[src/rtl/rdmap_pkg.sv]
// rtl/rdmap_pkg.sv - register map, WQE layout, status bits and FSM states for the WQE assembler
package rdmap_pkg;

    localparam int ENTRY_W = 112;

    // Word addresses on the host-facing slave.
    localparam logic [7:0] ADDR_W0       = 8'd0;
    localparam logic [7:0] ADDR_W1       = 8'd1;
    localparam logic [7:0] ADDR_W2       = 8'd2;
    localparam logic [7:0] ADDR_W3       = 8'd3;
    localparam logic [7:0] ADDR_DOORBELL = 8'd4;
    localparam logic [7:0] ADDR_STATUS   = 8'd5;
    localparam logic [7:0] ADDR_POSTED   = 8'd6;

    // WQE field slices.
    localparam int LADDR_LSB = 0;
    localparam int RADDR_LSB = 32;
    localparam int LEN_LSB   = 64;
    localparam int OPTAG_LSB = 96;
    localparam int OPTAG_W   = 16;

    // STATUS register bit positions.
    localparam int ST_FULL_BIT       = 0;
    localparam int ST_INCOMPLETE_BIT = 1;
    localparam int ST_DROPPED_BIT    = 2;
    localparam int ST_STALL_BIT      = 3;
    localparam int ST_DEPTH_LSB      = 8;

    typedef enum logic [1:0] {
        S_IDLE  = 2'd0,
        S_STALL = 2'd1,
        S_PUSH  = 2'd2
    } wqe_state_e;

    function automatic logic [ENTRY_W-1:0] pack_wqe(input logic [31:0] w0,
                                                    input logic [31:0] w1,
                                                    input logic [31:0] w2,
                                                    input logic [OPTAG_W-1:0] w3);
        logic [ENTRY_W-1:0] e;
        e = '0;
        e[LADDR_LSB +: 32]      = w0;
        e[RADDR_LSB +: 32]      = w1;
        e[LEN_LSB +: 32]        = w2;
        e[OPTAG_LSB +: OPTAG_W] = w3;
        return e;
    endfunction

endpackage

[src/rtl/wqe_stage_regs.sv]
// rtl/wqe_stage_regs.sv - byte-enabled W0-W3 staging words with per-word valid mask
// Ports: clock/reset (async, active-high); wr_en/wr_sel/wr_be/wr_data stage one word;
//        clr_valid empties the mask; w0_o..w3_o staged words (w3_o upper half always 0);
//        valid_o one bit per word written since the last clear.
module wqe_stage_regs (
    input  logic        clock,
    input  logic        reset,
    input  logic        wr_en,
    input  logic [1:0]  wr_sel,
    input  logic [3:0]  wr_be,
    input  logic [31:0] wr_data,
    input  logic        clr_valid,
    output logic [31:0] w0_o,
    output logic [31:0] w1_o,
    output logic [31:0] w2_o,
    output logic [31:0] w3_o,
    output logic [3:0]  valid_o
);
    logic [3:0][31:0] word_q, word_d;
    logic [3:0]       valid_q, valid_d;

    always_comb begin
        word_d  = word_q;
        valid_d = valid_q;
        if (clr_valid) begin
            valid_d = '0;
        end else if (wr_en) begin
            for (int b = 0; b < 4; b++) begin
                if (wr_be[b]) word_d[wr_sel][8*b +: 8] = wr_data[8*b +: 8];
            end
            // A write marks the word valid even with no lane enabled.
            valid_d[wr_sel] = 1'b1;
        end
        // W3 only carries 16 bits; the upper half reads back as zero.
        word_d[3][31:16] = '0;
    end

    always_ff @(posedge clock or posedge reset) begin
        if (reset) begin
            word_q  <= '0;
            valid_q <= '0;
        end else begin
            word_q  <= word_d;
            valid_q <= valid_d;
        end
    end

    assign w0_o    = word_q[0];
    assign w1_o    = word_q[1];
    assign w2_o    = word_q[2];
    assign w3_o    = word_q[3];
    assign valid_o = valid_q;

endmodule

[src/rtl/wqe_assembler.sv]
// rtl/wqe_assembler.sv - Avalon-MM slave assembling a 112-bit WQE and pushing it on doorbell
// Ports: clock/reset (async, active-high); Avalon slave Address_i, ByteEnable_i, ChipSelect_i,
//        Read_i, Write_i, WriteData_i, ReadData_o, WaitRequest_o; queue FIFO FifoFull_i,
//        FifoDepth_i, WqeData_o, WqePush_o.
// Option: WQE_ASSEMBLER_AUTO_DOORBELL_EN makes a W3 write also ring the doorbell.
module wqe_assembler
    import rdmap_pkg::*;
#(
    parameter int DEPTH_W   = 5,
    parameter int STALL_MAX = 255
) (
    input  logic               clock,
    input  logic               reset,
    input  logic [7:0]         Address_i,
    input  logic [3:0]         ByteEnable_i,
    input  logic               ChipSelect_i,
    input  logic               Read_i,
    input  logic               Write_i,
    input  logic [31:0]        WriteData_i,
    output logic [31:0]        ReadData_o,
    output logic               WaitRequest_o,
    input  logic               FifoFull_i,
    input  logic [DEPTH_W-1:0] FifoDepth_i,
    output logic [ENTRY_W-1:0] WqeData_o,
    output logic               WqePush_o
);
    localparam int CNT_W = $clog2(STALL_MAX + 1);

    wqe_state_e         state_q, state_d;
    logic [CNT_W-1:0]   count_q, count_d;
    logic [15:0]        posted_q, posted_d;
    logic               incomplete_q, incomplete_d;
    logic               dropped_q, dropped_d;
    logic               rd_pend_q, rd_pend_d;
    logic [31:0]        rdata_q, rdata_d;
    logic [ENTRY_W-1:0] wqe_q, wqe_d;

    logic        wr_acc, rd_acc, is_idle, db_hit, stage_wr, mask_full, stall_done;
    logic        wait_req, push, set_incomplete, set_dropped, clr_mask;
    logic [3:0]  valid, mask_after;
    logic [31:0] w0, w1, w2, w3, status, rd_word;
    logic [ENTRY_W-1:0] entry;

    // Read and Write together count as a write.
    assign wr_acc  = ChipSelect_i && Write_i;
    assign rd_acc  = ChipSelect_i && Read_i && !Write_i;
    assign is_idle = (state_q == S_IDLE);

`ifdef WQE_ASSEMBLER_AUTO_DOORBELL_EN
    assign db_hit = wr_acc && (Address_i == ADDR_DOORBELL || Address_i == ADDR_W3);
`else
    assign db_hit = wr_acc && (Address_i == ADDR_DOORBELL);
`endif

    // Staging is only open in IDLE; elsewhere the bus is held by a doorbell.
    assign stage_wr   = is_idle && wr_acc && (Address_i[7:2] == 6'd0);
    // Include the word being staged this cycle so an implicit doorbell sees it.
    assign mask_after = valid | (4'(stage_wr) << Address_i[1:0]);
    assign mask_full  = &mask_after;
    assign stall_done = (count_q == CNT_W'(STALL_MAX));
    assign entry      = pack_wqe(w0, w1, w2, w3[OPTAG_W-1:0]);

    wqe_stage_regs u_stage (
        .clock     (clock),
        .reset     (reset),
        .wr_en     (stage_wr),
        .wr_sel    (Address_i[1:0]),
        .wr_be     (ByteEnable_i),
        .wr_data   (WriteData_i),
        .clr_valid (clr_mask),
        .w0_o      (w0),
        .w1_o      (w1),
        .w2_o      (w2),
        .w3_o      (w3),
        .valid_o   (valid)
    );

    always_ff @(posedge clock or posedge reset) begin
        if (reset) state_q <= S_IDLE;
        else       state_q <= state_d;
    end

    always_comb begin
        state_d = state_q;
        case (state_q)
            S_IDLE:  if (db_hit && mask_full) state_d = FifoFull_i ? S_STALL : S_PUSH;
            S_STALL: if (!FifoFull_i)         state_d = S_PUSH;
                     else if (stall_done)     state_d = S_IDLE;
            S_PUSH:  state_d = S_IDLE;
            default: state_d = S_IDLE;
        endcase
    end

    always_comb begin
        wait_req       = 1'b0;
        push           = 1'b0;
        set_incomplete = 1'b0;
        set_dropped    = 1'b0;
        clr_mask       = 1'b0;
        case (state_q)
            S_IDLE: begin
                if (db_hit) begin
                    if (mask_full) wait_req = 1'b1;
                    else           set_incomplete = 1'b1;
                end else if (rd_acc && !rd_pend_q) begin
                    wait_req = 1'b1;
                end
            end
            S_STALL: begin
                // Timeout releases the held doorbell in the same cycle it is dropped.
                if (FifoFull_i && stall_done) begin
                    set_dropped = 1'b1;
                    clr_mask    = 1'b1;
                end else begin
                    wait_req = 1'b1;
                end
            end
            S_PUSH: begin
                push     = 1'b1;
                clr_mask = 1'b1;
            end
            default: ;
        endcase
    end

    always_comb begin
        status                           = '0;
        status[ST_FULL_BIT]              = FifoFull_i;
        status[ST_INCOMPLETE_BIT]        = incomplete_q;
        status[ST_DROPPED_BIT]           = dropped_q;
        status[ST_STALL_BIT]             = (state_q == S_STALL);
        status[ST_DEPTH_LSB +: DEPTH_W]  = FifoDepth_i;
        case (Address_i)
            ADDR_W0:     rd_word = w0;
            ADDR_W1:     rd_word = w1;
            ADDR_W2:     rd_word = w2;
            ADDR_W3:     rd_word = w3;
            ADDR_STATUS: rd_word = status;
            ADDR_POSTED: rd_word = {16'd0, posted_q};
            default:     rd_word = '0;
        endcase
    end

    always_comb begin
        count_d      = (state_q == S_STALL) ? count_q + CNT_W'(1) : '0;
        posted_d     = posted_q;
        incomplete_d = incomplete_q || set_incomplete;
        dropped_d    = dropped_q || set_dropped;
        if (push) begin
            posted_d = posted_q + 16'd1;
        end else if (is_idle && wr_acc && Address_i == ADDR_POSTED) begin
            posted_d     = '0;
            incomplete_d = 1'b0;
            dropped_d    = 1'b0;
        end
        wqe_d     = push ? entry : wqe_q;
        rd_pend_d = is_idle && rd_acc && !rd_pend_q;
        rdata_d   = rd_pend_d ? rd_word : rdata_q;
    end

    always_ff @(posedge clock or posedge reset) begin
        if (reset) begin
            count_q      <= '0;
            posted_q     <= '0;
            incomplete_q <= 1'b0;
            dropped_q    <= 1'b0;
            rd_pend_q    <= 1'b0;
            rdata_q      <= '0;
            wqe_q        <= '0;
        end else begin
            count_q      <= count_d;
            posted_q     <= posted_d;
            incomplete_q <= incomplete_d;
            dropped_q    <= dropped_d;
            rd_pend_q    <= rd_pend_d;
            rdata_q      <= rdata_d;
            wqe_q        <= wqe_d;
        end
    end

    assign ReadData_o    = rdata_q;
    assign WaitRequest_o = wait_req;
    assign WqePush_o     = push;
    assign WqeData_o     = push ? entry : wqe_q;

endmodule

[config.mk]
export PLATFORM = sky130hd
export DESIGN_NAME = wqe_assembler
export DESIGN_NICKNAME = d
export VERILOG_FILES = /design/src/rtl/rdmap_pkg.sv /design/src/rtl/wqe_stage_regs.sv /design/src/rtl/wqe_assembler.sv
export SDC_FILE = /design/constraint.sdc
export NUM_CORES = 1
export LEC_CHECK = 0
export ABC_AREA = 1
export CORE_UTILIZATION = 30
export DETAILED_ROUTE_END_ITERATION = 8
export GPL_TIMING_DRIVEN = 1
export PLACE_DENSITY = 0.62
export SYNTH_ARGS = -nofsm -noshare
export SYNTH_HDL_FRONTEND = slang
export SYNTH_SLANG_ARGS = --single-unit
[constraint.sdc]
create_clock -name clock -period 27.6 [get_ports clock]
set_input_delay 2.76 -clock clock [delete_from_list [all_inputs] [get_ports clock]]
set_output_delay 2.76 -clock clock [all_outputs]
set_load 0.03 [all_outputs]
==> results.cfg, run 1 <==
[status]
status = finished clean

[pwr]
swShare = 0.2916
clock_power_share = 0.413
vdd_ir_drop_max_mv = 0.03603
intPower_uw = 766.8
fin_total_pwr_uw = 1082
power_density_nw_per_um2 = 67.79
seqPwrFrac = 0.425
power.switching_uw = 315.7
combPwrFrac = 0.162
power.leakage_uw = 0.007649

[cts]
cts_buffers = 34
ctsHoldBuffers = 0
cts_sinks = 289
cts_tree = done
postCtsSetupBuffers = 0
clkTransAtPathRegs_ns = 0.05
insertion_delay_ns = 0.53
cts_root_buf = clkbuf_16
post_cts_resized = 0
htreeDepth = 2
clk_path_buf_depth = 3

[synth]
synth-edff-count = 0
syn-num-nets = 1504
synth_area_leaders = dfrtp_1 58%, nand2_1 19%, o21ai_0 4.5%
synth_seq_area_share = 0.5848
yosys-top-cells-count = 619 x nand2_1, 289 x dfrtp_1, 110 x o21ai_0, 109 x inv_1, 89 x nand3_1
syn-instance-count = 1444
synth-seq-cells = 289
synth-main-ff-cell = dfrtp_1
synthDistinctLibCells = 39
yosys.area.top_type = dfrtp_1
async_flop_share = 1.000
synth_most_common_cell = nand2_1
ys.warnings.count = 0
avgSynthCellArea_um2 = 8.563
yosysTopAreaCellShare = 0.5848
synth_area_um2 = 12370

[die]
die_h_um = 205.0
core_um2 = 40740
start_util = 0.3035
rows = 74
io_pins = 201
die_x_um = 205.0
fp.dieArea_um2 = 42040

[timing]
finalHoldViolCount = 0
skew_ns = 0.01824
tightest_slew_ns = 1.197
finalCriticalPeriod_ns = 8.833
post-route-period-util = 0.3201
max_slew_margin = 0.1978
setup_viol = 0
finalSetupTns_ns = 0
max_freq_mhz = 113.2
grt_setup_unrepaired = no
finalMaxSlewViolations = 0

[critical_path]
crit_path_cell_trace = clkdlybuf4s50_1 > nor2_2 > buf_4 > nand2_1 > nor2_4 > nand2_1 > nand2_1 > nand2_1 > nor2_1 > nor2_1 > o21ai_0 > clkdlybuf4s50_1
crit_fanout = 34
cpLargestDelayFamily = simple AND/OR/NAND/NOR gates
cp-end-kind = output port
cp.required_ns = 24.84
critPathKind = in -> out
slowest_stage = nor2_4
crit_path_frequent_cell = nand2_1
startpoint = Address_i[0]
path_buf_inv = 3
r2r-start = state_q[0]$_DFFE_PP0P_
max_stage_delay_ns = 0.88
crit_arrival_ns = 6.07
start_kind = input port

[hold_path]
hp-start = wqe_q[73]$_DFF_PP0_
hp-class = reg -> reg

[detailed_routing]
viasPerCell = 4.742
drtIter0Drc = 725
drc = 0
routedWlPerCell_um = 17.31
final_antenna_net_count = 0
routed_wl_mm = 37.81
dr.pass1.iters = 6
vias = 10361

[finish]
nFillCells = 4130
drive_gt1_frac = 0.05082
antenna_cells = 0
multi_input_area_um2 = 4434
nets = 1691
area_growth_pct = 29.13
final_util = 0.3920
final_cells = 2185
regArea_um2 = 7232

[placed_design]
gp_congestion = 0.8061
port_buffers = 200
hpwl_mm = 25.57
dp_cells = 2127

[global_route]
antenna_found_initial = 0
grt_pass1_wl_mm = 59.90
grt-ovfl-total = 0
grt_max_degree = 157
grt_pass1_vias = 10577
grt.total_usage = 0.1845

[job]
maxCapViolCount = 0
-- placed cells by master, fill, tap and decap left out, drive strengths merged --
master and n:
a211oi 2, a21boi 3, a21oi 20, a221oi 3
a22o 4, and3 1, buf 13, bufinv 2
clkbuf 54, clkdlybuf4s50 200, clkinv 2, dfrtp 289
ha 5, inv 112, nand2 622, nand3 93
nand4 6, nor2 41, nor3 12, nor3b 1
nor4 2, o211ai 7, o21ai 126, o221ai 18
o22a 5, o22ai 4, or2 2, xor2 4
-- per-layer routing --
metal  part of all wire  GRT usage
met2               0.45     0.2914
met5                  0          0
met1               0.46     0.2529
met3              0.062    0.03961
met4              0.021    0.05423
-- power groups by stage --
stage | Sequential [uW] | Combinational, uW | Clock, uW
2_1_floorplan | 473 | 100 | 0
3_3_place_gp | 467 | 177 | 0
3_5_place_dp | 467 | 179 | 0
4_1_cts | 460 | 180 | 460
5_1_grt | 462 | 194 | 474
6_report | 460 | 176 | 447
-- worst reg2reg max path, cell delays in order (launching register included) --
cell	delay (ns)
dfrtp_1	0.37
inv_1	0.09
ha_4	0.26
inv_4	0.76
o21ai_2	0.17
nand2_2	0.21
nand3_4	0.19
nor2_4	0.66
nand2_1	0.47
nand2_1	0.15
nand2_1	0.06
-- metrics by stage --
step	setup slack (ns)	hold slack, ns	cell area [um^2]
2_1_floorplan	16.86	0.4309	12370
3_3_place_gp	18.80	0.4457	14880
3_5_place_dp	18.81	0.4556	14880
4_1_cts	18.78	0.4702	15970
5_1_grt	18.59	0.4840	15970
6_report	18.77	0.4667	15970
-- area by class of cell --
cell class,instances,share of cell area
sequential,289,0.4529
clock buffer,54,0.06371
clock inverter,4,0.004623
timing repair buffer,213,0.1323
inverter,112,0.02711
multi-input combinational,981,0.2777
tap,532,0.04169
-- path summary, 6_finish.rpt --
check                                              end  slack, ns  depth (start not counted)
setup / recovery                         WaitRequest_o      18.77                         12
min in group asynchronous           wqe_q[0]$_DFF_PP0_       2.79                          2
setup reg to reg           u_stage.w2_o[8]$_DFFE_PP0P_      24.10                         10
hold / removal                     wqe_q[73]$_DFF_PP0_       0.47                          2
hold reg to reg                    wqe_q[73]$_DFF_PP0_       0.47                          2
max in group asynchronous          wqe_q[36]$_DFF_PP0_      23.39                          3
-- logic make-up (layout without fill, tap and decap cells) --
kind of cell / Yosys count / count (layout) / share of synthesized area
and+or+nand+nor: 780 / 780 / 0.2591
adders and majority gates: 5 / 5 / 0.005059
buffers and inverters: 174 / 383 / 0.05818
xor gates and xnor gates: 4 / 4 / 0.002833
AOI/OAI and AO/OA: 192 / 192 / 0.08995
DFF: 289 / 289 / 0.5848
-- sequential cells by signal, indices dropped and copies added (netlist names) --
name,count
wqe_q,112
ReadData_o,32
u_stage.w0_o,32
u_stage.w1_o,32
u_stage.w2_o,32
posted_q,16
u_stage.w3_o,16
count_q,8
u_stage.valid_o,4
state_q,2
dropped_q,1
incomplete_q,1
rd_pend_q,1
Power figures use the tool's default switching activity.
==> inputs of run 2 (changes only) <==
Clock period 27.6 ns to 8.8 ns, I/O delays scaled along.
==> run 2 against run 1 <==
Setup slack worse by 15 ns. Flip-flop and latch count is the same. Utilization is essentially flat. Critical path type unchanged. Critical endpoint unchanged. Largest power group unchanged.
==> results.cfg, run 2 (synthesis gave the netlist of run 1 again) <==
[die]
io_pins = 201
start_util = 0.3035
core_um2 = 40740
fp.dieArea_um2 = 42040
die_x_um = 205.0
rows = 74
die_h_um = 205.0

[pwr]
power_density_nw_per_um2 = 211.0
vdd_ir_drop_max_mv = 0.1566
power.leakage_uw = 0.007641

[cts]
post_cts_resized = 0
clkTransAtPathRegs_ns = 0.06
postCtsSetupBuffers = 0
cts_buffers = 34
htreeDepth = 2
cts_tree = done
insertion_delay_ns = 0.53
cts_root_buf = clkbuf_16
clk_path_buf_depth = 3
ctsHoldBuffers = 0
cts_sinks = 289

[detailed_routing]
routedWlPerCell_um = 17.25
viasPerCell = 4.733
vias = 10332
drtIter0Drc = 713
final_antenna_net_count = 0
dr.pass1.iters = 5
drc = 0
routed_wl_mm = 37.66

[timing]
grt_setup_unrepaired = no
finalMaxSlewViolations = 0
finalSetupTns_ns = 0
max_slew_margin = 0.2454
finalCriticalPeriod_ns = 5.016
tightest_slew_ns = 1.126
skew_ns = 0.01979
setup_viol = 0
finalHoldViolCount = 0
post-route-period-util = 0.5700
max_freq_mhz = 199.4

[finish]
largest-register = wqe_q
final_cells = 2183
drive_gt1_frac = 0.05330
antenna_cells = 0
final_util = 0.3917
largest_reg_flops = 112
final_common_cell = nand2_1
area_growth_pct = 29.04
layout_common_cells = 619 x nand2_1, 289 x dfrtp_1, 200 x clkdlybuf4s50_1
nets = 1692

[hold_path]
hp-class = reg -> reg

[critical_path]
crit_arrival_ns = 4.14
cp.required_ns = 7.92
slowest_stage = nor2_4
crit_fanout = 34
start_kind = input port
critPathKind = in -> out
cp-end-kind = output port
crit_path_frequent_cell = nand2_1
crit_path_cell_trace = clkdlybuf4s50_1 > nor2_2 > buf_4 > nand2_1 > nor2_4 > nand2_1 > nand2_1 > nand2_1 > nor2_1 > nor2_1 > o21ai_0 > clkdlybuf4s50_1
max_stage_delay_ns = 0.87

[global_route]
grt_max_degree = 179
grt-ovfl-total = 0
grt_pass1_wl_mm = 59.22
antenna_found_initial = 1
grt.total_usage = 0.1821
grt_pass1_vias = 10244

[placed_design]
dp_cells = 2128
gp_congestion = 0.8304
port_buffers = 200
hpwl_mm = 25.79

[job]
maxCapViolCount = 0

[status]
status = finished clean
-- run 2: critical path: cells and delay by family --
family	cells	cell delay [ns]
AND/OR/NAND/NOR	8	1.63
AO/OA/AOI/OAI	1	0.15
buffers and inverters	3	1.46
-- run 2: routing by layer --
| metal | routed length, um | up-vias | GRT usage | part of all wire |
|---|---|---|---|---|
| met1 | 17500 | 4959 | 0.2538 | 0.46 |
| met5 | 13 | - | 0 | 0.00035 |
| met3 | 2418 | 60 | 0.03882 | 0.064 |
| met2 | 16900 | 320 | 0.2845 | 0.45 |
| li1 | - | 4991 | - | - |
| met4 | 833 | 2 | 0.05026 | 0.022 |
-- run 2: final cells by class --
| class | count | area, um^2 |
|---|---|---|
| inverters | 112 | 429.2 |
| flip-flops and latches | 289 | 7232 |
| well taps | 532 | 665.6 |
| repair buffers | 214 | 2120 |
| clock inverters | 9 | 120.1 |
| fillers | 4065 | 24780 |
| clock buffers | 46 | 955.9 |
| multi-input cells | 981 | 4434 |
-- run 2: path summary, 6_finish.rpt --
check	start	endpoint	slack (ns)	cells after the start
setup / recovery	Address_i[0]	WaitRequest_o	3.78	12
hold / removal	wqe_q[106]$_DFF_PP0_	wqe_q[106]$_DFF_PP0_	0.47	2
setup reg to reg	state_q[0]$_DFFE_PP0P_	u_stage.w3_o[8]$_DFFE_PP0P_	4.78	11
hold reg to reg	wqe_q[106]$_DFF_PP0_	wqe_q[106]$_DFF_PP0_	0.47	2
max in group asynchronous	reset	u_stage.w2_o[22]$_DFFE_PP0P_	6.51	3
min in group asynchronous	reset	wqe_q[64]$_DFF_PP0_	0.84	2
-- run 2: power breakdown --
group / total (uW) / leakage [uW] / switching [uW] / internal (uW)
combinational: 545 / 0.00313 / 385 / 160
sequential: 1440 / 0.00398 / 46.5 / 1400
clock: 1380 / 0.000526 / 559 / 820
-- run 2: stage by stage --
step	power, uW	area [um^2]	hold WS (ns)	worst slack (ns)
floorplan	1799	12370	0.4309	4.087
global placement	2017	14880	0.4460	3.742
detailed placement	2021	14880	0.4557	3.758
CTS	3414	15960	0.4683	3.750
global route	3521	15960	0.4888	3.540
finish	3367	15960	0.4700	3.784
==> edit 1: new RTL, flow settings as in run 1 <==
Make the reset (`reset`) synchronous in 3 clocked blocks. Comments in the files are not updated.
--- a/src/rtl/wqe_stage_regs.sv
+++ b/src/rtl/wqe_stage_regs.sv
@@ -35,7 +35,7 @@
         word_d[3][31:16] = '0;
     end
 
-    always_ff @(posedge clock or posedge reset) begin
+    always_ff @(posedge clock) begin
         if (reset) begin
             word_q  <= '0;
             valid_q <= '0;
--- a/src/rtl/wqe_assembler.sv
+++ b/src/rtl/wqe_assembler.sv
@@ -75,7 +75,7 @@
         .valid_o   (valid)
     );
 
-    always_ff @(posedge clock or posedge reset) begin
+    always_ff @(posedge clock) begin
         if (reset) state_q <= S_IDLE;
         else       state_q <= state_d;
     end
@@ -158,7 +158,7 @@
         rdata_d   = rd_pend_d ? rd_word : rdata_q;
     end
 
-    always_ff @(posedge clock or posedge reset) begin
+    always_ff @(posedge clock) begin
         if (reset) begin
             count_q      <= '0;
             posted_q     <= '0;
Behaviour: not the same (Yosys sat finds a counterexample within 4 cycles, from zero or initial values and one cycle with reset high; the reset may be asserted at any time).
==> edit 1 against run 1 <==
- power is 10% lower
- critical endpoint unchanged
- synthesized cell count is 26% higher
- sequential cell count stayed put
- synthesized area is 2.5% higher
- routed wire length is 8.9% higher
- die area is 2.5% higher
- fmax is 7.4% higher
- critical path depth is 1 lower
- core utilization is 0.52 points lower
- combinational power is 26% lower
- worst setup slack better by 0.61 ns
- design area hardly changed
==> edit 1: results (changes against run 1) <==
status=completed; Peak VDD IR=0.04271 mV (+19%); first-pass GRT wire length=63.76 mm (+6.5%); Total GRT Usage=18.69% (+0.24 points); synth cell count leaders=670 x nand2_1, 289 x dfxtp_1, 218 x nor2_1; part of the cycle the worst path needs=29.81% (-2.2 points); Crit path max-delay family=buffers and inverters; Leakage=6.796 nW (-11%); largest net degree at the start of global routing=105 (-33%); count of cell types in the netlist=38 (-2.6%); Slowest-stage cell, CP=clkdlybuf4s50_1; Worst Path Max Fanout=17 (-50%); nets=2,035 (+20%); R2R setup slack=23.96 ns (-0.14 ns); worst r2r src=state_q[0]; Min-Delay Startpoint=count_q[0]; FFs w/ async S/R, synth=0% (-100 points); dpl ws=19.41 ns (+0.6044 ns); final WL=41.18 mm (+8.9%); Synth Net Count=1,884 (+25%); met2 usage=30.11% (+0.97 points); Clock Latency Late Sink=0.58 ns (+0.05 ns); placed cells=2,474 (+16%); number of global-route vias before repair=11,410 (+7.9%); Primary FF master, synth=dfxtp_1; Crit. Startpoint=Address_i[1]; max incr delay on CP=0.70 ns (-0.18 ns); Vias/cell=4.819 (+1.6%); M1 GR Usage=25.17% (-0.12 points); Syn Area/Cell=6.949 um^2 (-19%); CTS H-tree depth=1 (-1); worst path arrival time=5.47 ns (-0.60 ns)
[edit 1: routing by layer]
layer	share of wire [%]	up-vias
li1	-	6096
met1	46	5607
met2	44	427
met3	6.9	78
met4	3.1	8
met5	0.13	-
[edit 1: worst min path at each step]
stage	endpoint	slack, ns	cells after the start
after floorplan	count_q[0]	0.42	1
after global placement	count_q[0]	0.43	1
after detailed placement	count_q[0]	0.44	1
after CTS	count_q[0]	0.45	1
after global routing	count_q[0]	0.47	1
final	count_q[0]	0.45	1
[edit 1: cell families after synthesis]
family / after synthesis / share of synthesized area (%)
compound gates: 287 / 12.49
buf+inv: 237 / 8.154
fa+ha+maj: 5 / 0.4936
flops: 289 / 45.65
simple gates: 1006 / 33.22
[edit 1: stage by stage]
| step | hold slack (ns) | instance area [um^2] | utilization [%] |
|---|---|---|---|
| 5_1_grt | 0.4695 | 15960 | 38.65 |
| 2_1_floorplan | 0.4176 | 12670 | - |
| 3_5_place_dp | 0.4376 | 14940 | 36.18 |
| 3_3_place_gp | 0.4282 | 14940 | 36.18 |
| 6_report | 0.4482 | 15970 | 38.67 |
| 4_1_cts | 0.4518 | 15960 | 38.65 |
[edit 1: area by class of cell]
type / instances / area, um^2 / area share [%]
Clock buffer: 41 / 853.3 / 5.344
Inverter: 147 / 558.0 / 3.494
Tap cell: 532 / 665.6 / 4.168
Antenna cell: 3 / 7.507 / 0.04701
Clock inverter: 17 / 167.7 / 1.050
Sequential cell: 289 / 5786 / 36.23
Timing Repair Buffer: 208 / 2063 / 12.92
Multi-Input combinational cell: 1298 / 5868 / 36.75
[edit 1: power by group]
part / leakage (nW) / switching [W] / internal [W]
Clock: 0.496 / 0.000180 / 0.000238
Combinational: 3.97 / 0.000101 / 0.0000294
Sequential: 2.33 / 0.00000347 / 0.000421
==> edit 2: new RTL, settings of run 1 <==
Made on the original files. Add a define of `WQE_ASSEMBLER_AUTO_DOORBELL_EN`.
--- a/src/rtl/wqe_assembler.sv
+++ b/src/rtl/wqe_assembler.sv
@@ -3,6 +3,8 @@
 //        Read_i, Write_i, WriteData_i, ReadData_o, WaitRequest_o; queue FIFO FifoFull_i,
 //        FifoDepth_i, WqeData_o, WqePush_o.
 // Option: WQE_ASSEMBLER_AUTO_DOORBELL_EN makes a W3 write also ring the doorbell.
+`define WQE_ASSEMBLER_AUTO_DOORBELL_EN
+
 module wqe_assembler
     import rdmap_pkg::*;
 #(
Formal check against the unedited RTL: not equivalent (Yosys sat finds a counterexample within 4 cycles, from zero or initial values and one cycle with reset high).
==> edit 2 against run 1 <==
- design area up 0.46%
- highest routed layer unchanged
- critical endpoint unchanged
- power rose by 1.8%
- largest power group unchanged
- synthesized area is 0.57% higher
- clock skew fell by 0.0031 ns
- largest cell class unchanged
- sequential cell count unchanged
- register-to-register slack got worse by 0.18 ns
- worst setup slack better by 0.35 ns
- worst hold slack better by 0.0015 ns
- routed wire length grew 0.26%
==> edit 2: results (changes against run 1) <==
status=completed; clk_skew=0.01514 ns (-0.003097 ns); Top Metal Used=met4; worst path arrival time=5.72 ns (-0.35 ns); CTS resizes=0 (unchanged); TritonRoute pass-1 iters=5 (-1); max reg flops=112 (unchanged); post-CTS setup buffers=0 (unchanged); dpl ws=19.13 ns (+0.3257 ns); GP Congestion=0.8549 (+6.1%); count of cell types in the netlist=40 (+2.6%); Crit path max-delay family=buffers and inverters; register area share after synthesis=58.15% (-0.33 points); Worst Path Max Fanout=20 (-41%); met3 GRT Util=3.659% (-0.30 points); Cells after Synth=1,465 (+1.5%); Routed wire per std cell=17.19 um (-0.64%); CTS H-tree depth=2 (unchanged); initial antenna violation count=1 (+1); Primary FF master, synth=dfrtp_1; root buf cell=clkbuf_16; Area after DPL=14,890 um^2 (+0.11%); Worst-path clk slew=0.05 ns (about the same); met1 wire length=16.76 mm (-4.5%); met2 usage=29.49% (+0.35 points); Hold Crit Class=flop to flop; Final HPWL DP=25.77 mm (+0.78%); number of global-route vias before repair=10,480 (-0.95%); Peak VDD IR=0.03644 mV (+1.1%); Initial DRC Count=924 (+27%); WL met2=17.77 mm (+3.8%); Top reg by flops=wqe_q; Clock Path Buffers=3 (unchanged); first-pass GRT wire length=59.70 mm (-0.33%); Leakage=7.937 nW (+3.8%); WL met3=2.465 mm (+4.8%); Slowest-stage cell, CP=clkdlybuf4s50_1; share of cells above drive strength 1=5.861% (+0.78 points); max incr delay on CP=0.74 ns (-0.14 ns); placed cells=2,142 (+0.71%); synth cell count leaders=632 x nand2_1, 289 x dfrtp_1, 98 x inv_1; nets=1,707 (+0.95%); Total GRT Usage=18.26% (-0.19 points); Clock Latency Late Sink=0.51 ns (-0.02 ns); hold buffer count at CTS=0 (unchanged); Vias/cell=4.783 (+0.86%); CTS Buf Count=35 (+2.9%); FFs w/ async S/R, synth=100.0% (unchanged); Ys Warns=0 (unchanged); Slew HR=32.34% (+13 points); M1 GR Usage=24.51% (-0.78 points); top post-synthesis cells by area=dfrtp_1 58%, nand2_1 19%, nand3_1 3.7%, o21ai_0 3.4%, inv_1 3.0%; largest net degree at the start of global routing=137 (-13%); fin cells=2,205 (+0.92%); Pins Over Slew Limit=0 (unchanged); PortBufs=200 (unchanged)
==> edit 2: worst paths after layout <==
kind	from	endpoint	slack, ns	cells after the start
max reg2reg	state_q[0]	u_stage.w1_o[0]	23.92	11
min	u_stage.w2_o[0]	u_stage.w2_o[0]	0.47	2
min reg2reg	u_stage.w2_o[0]	u_stage.w2_o[0]	0.47	2
max in group asynchronous	reset	u_stage.w1_o[29]	23.08	3
min in group asynchronous	reset	count_q[3]	2.86	2
max	Address_i[1]	WaitRequest_o	19.12	10
==> edit 2: worst register-to-register path: cells and delay by family, from the launching register on <==
family,cells,cell delay [ns]
buffers and inverters,3,1.44
AND/OR/NAND/NOR,6,1.35
flip-flops,1,0.37
AO/OA/AOI/OAI,1,0.23
adder cells (fa/ha/maj),1,0.18
==> edit 2: layout make-up <==
class	count	area [um^2]
Sequential cell	289	7232
Inverter	108	417.9
Antenna cell	1	2.502
Timing Repair Buffer	210	2077
Clock inverter	10	125.1
Multi-Input combinational cell	1003	4501
Tap cell	532	665.6
Clock buffer	52	1021
Fill cell	4068	24790
==> edit 2: where the power goes <==
part | total, W | switching (W) | internal, W
logic | 0.000185 | 0.000133 | 0.0000518
clock network | 0.000455 | 0.000178 | 0.000276
registers | 0.000462 | 0.0000152 | 0.000447
==> edit 2: cells by family after synthesis <==
| family | after synthesis | share of synthesized area [%] |
|---|---|---|
| AO/OA/AOI/OAI | 168 | 7.616 |
| XOR/XNOR | 2 | 0.1409 |
| flip-flops | 289 | 58.15 |
| AND/OR/NAND/NOR | 828 | 27.79 |
| adder cells (fa/ha/maj) | 5 | 0.5031 |
| buffers and inverters | 173 | 5.795 |
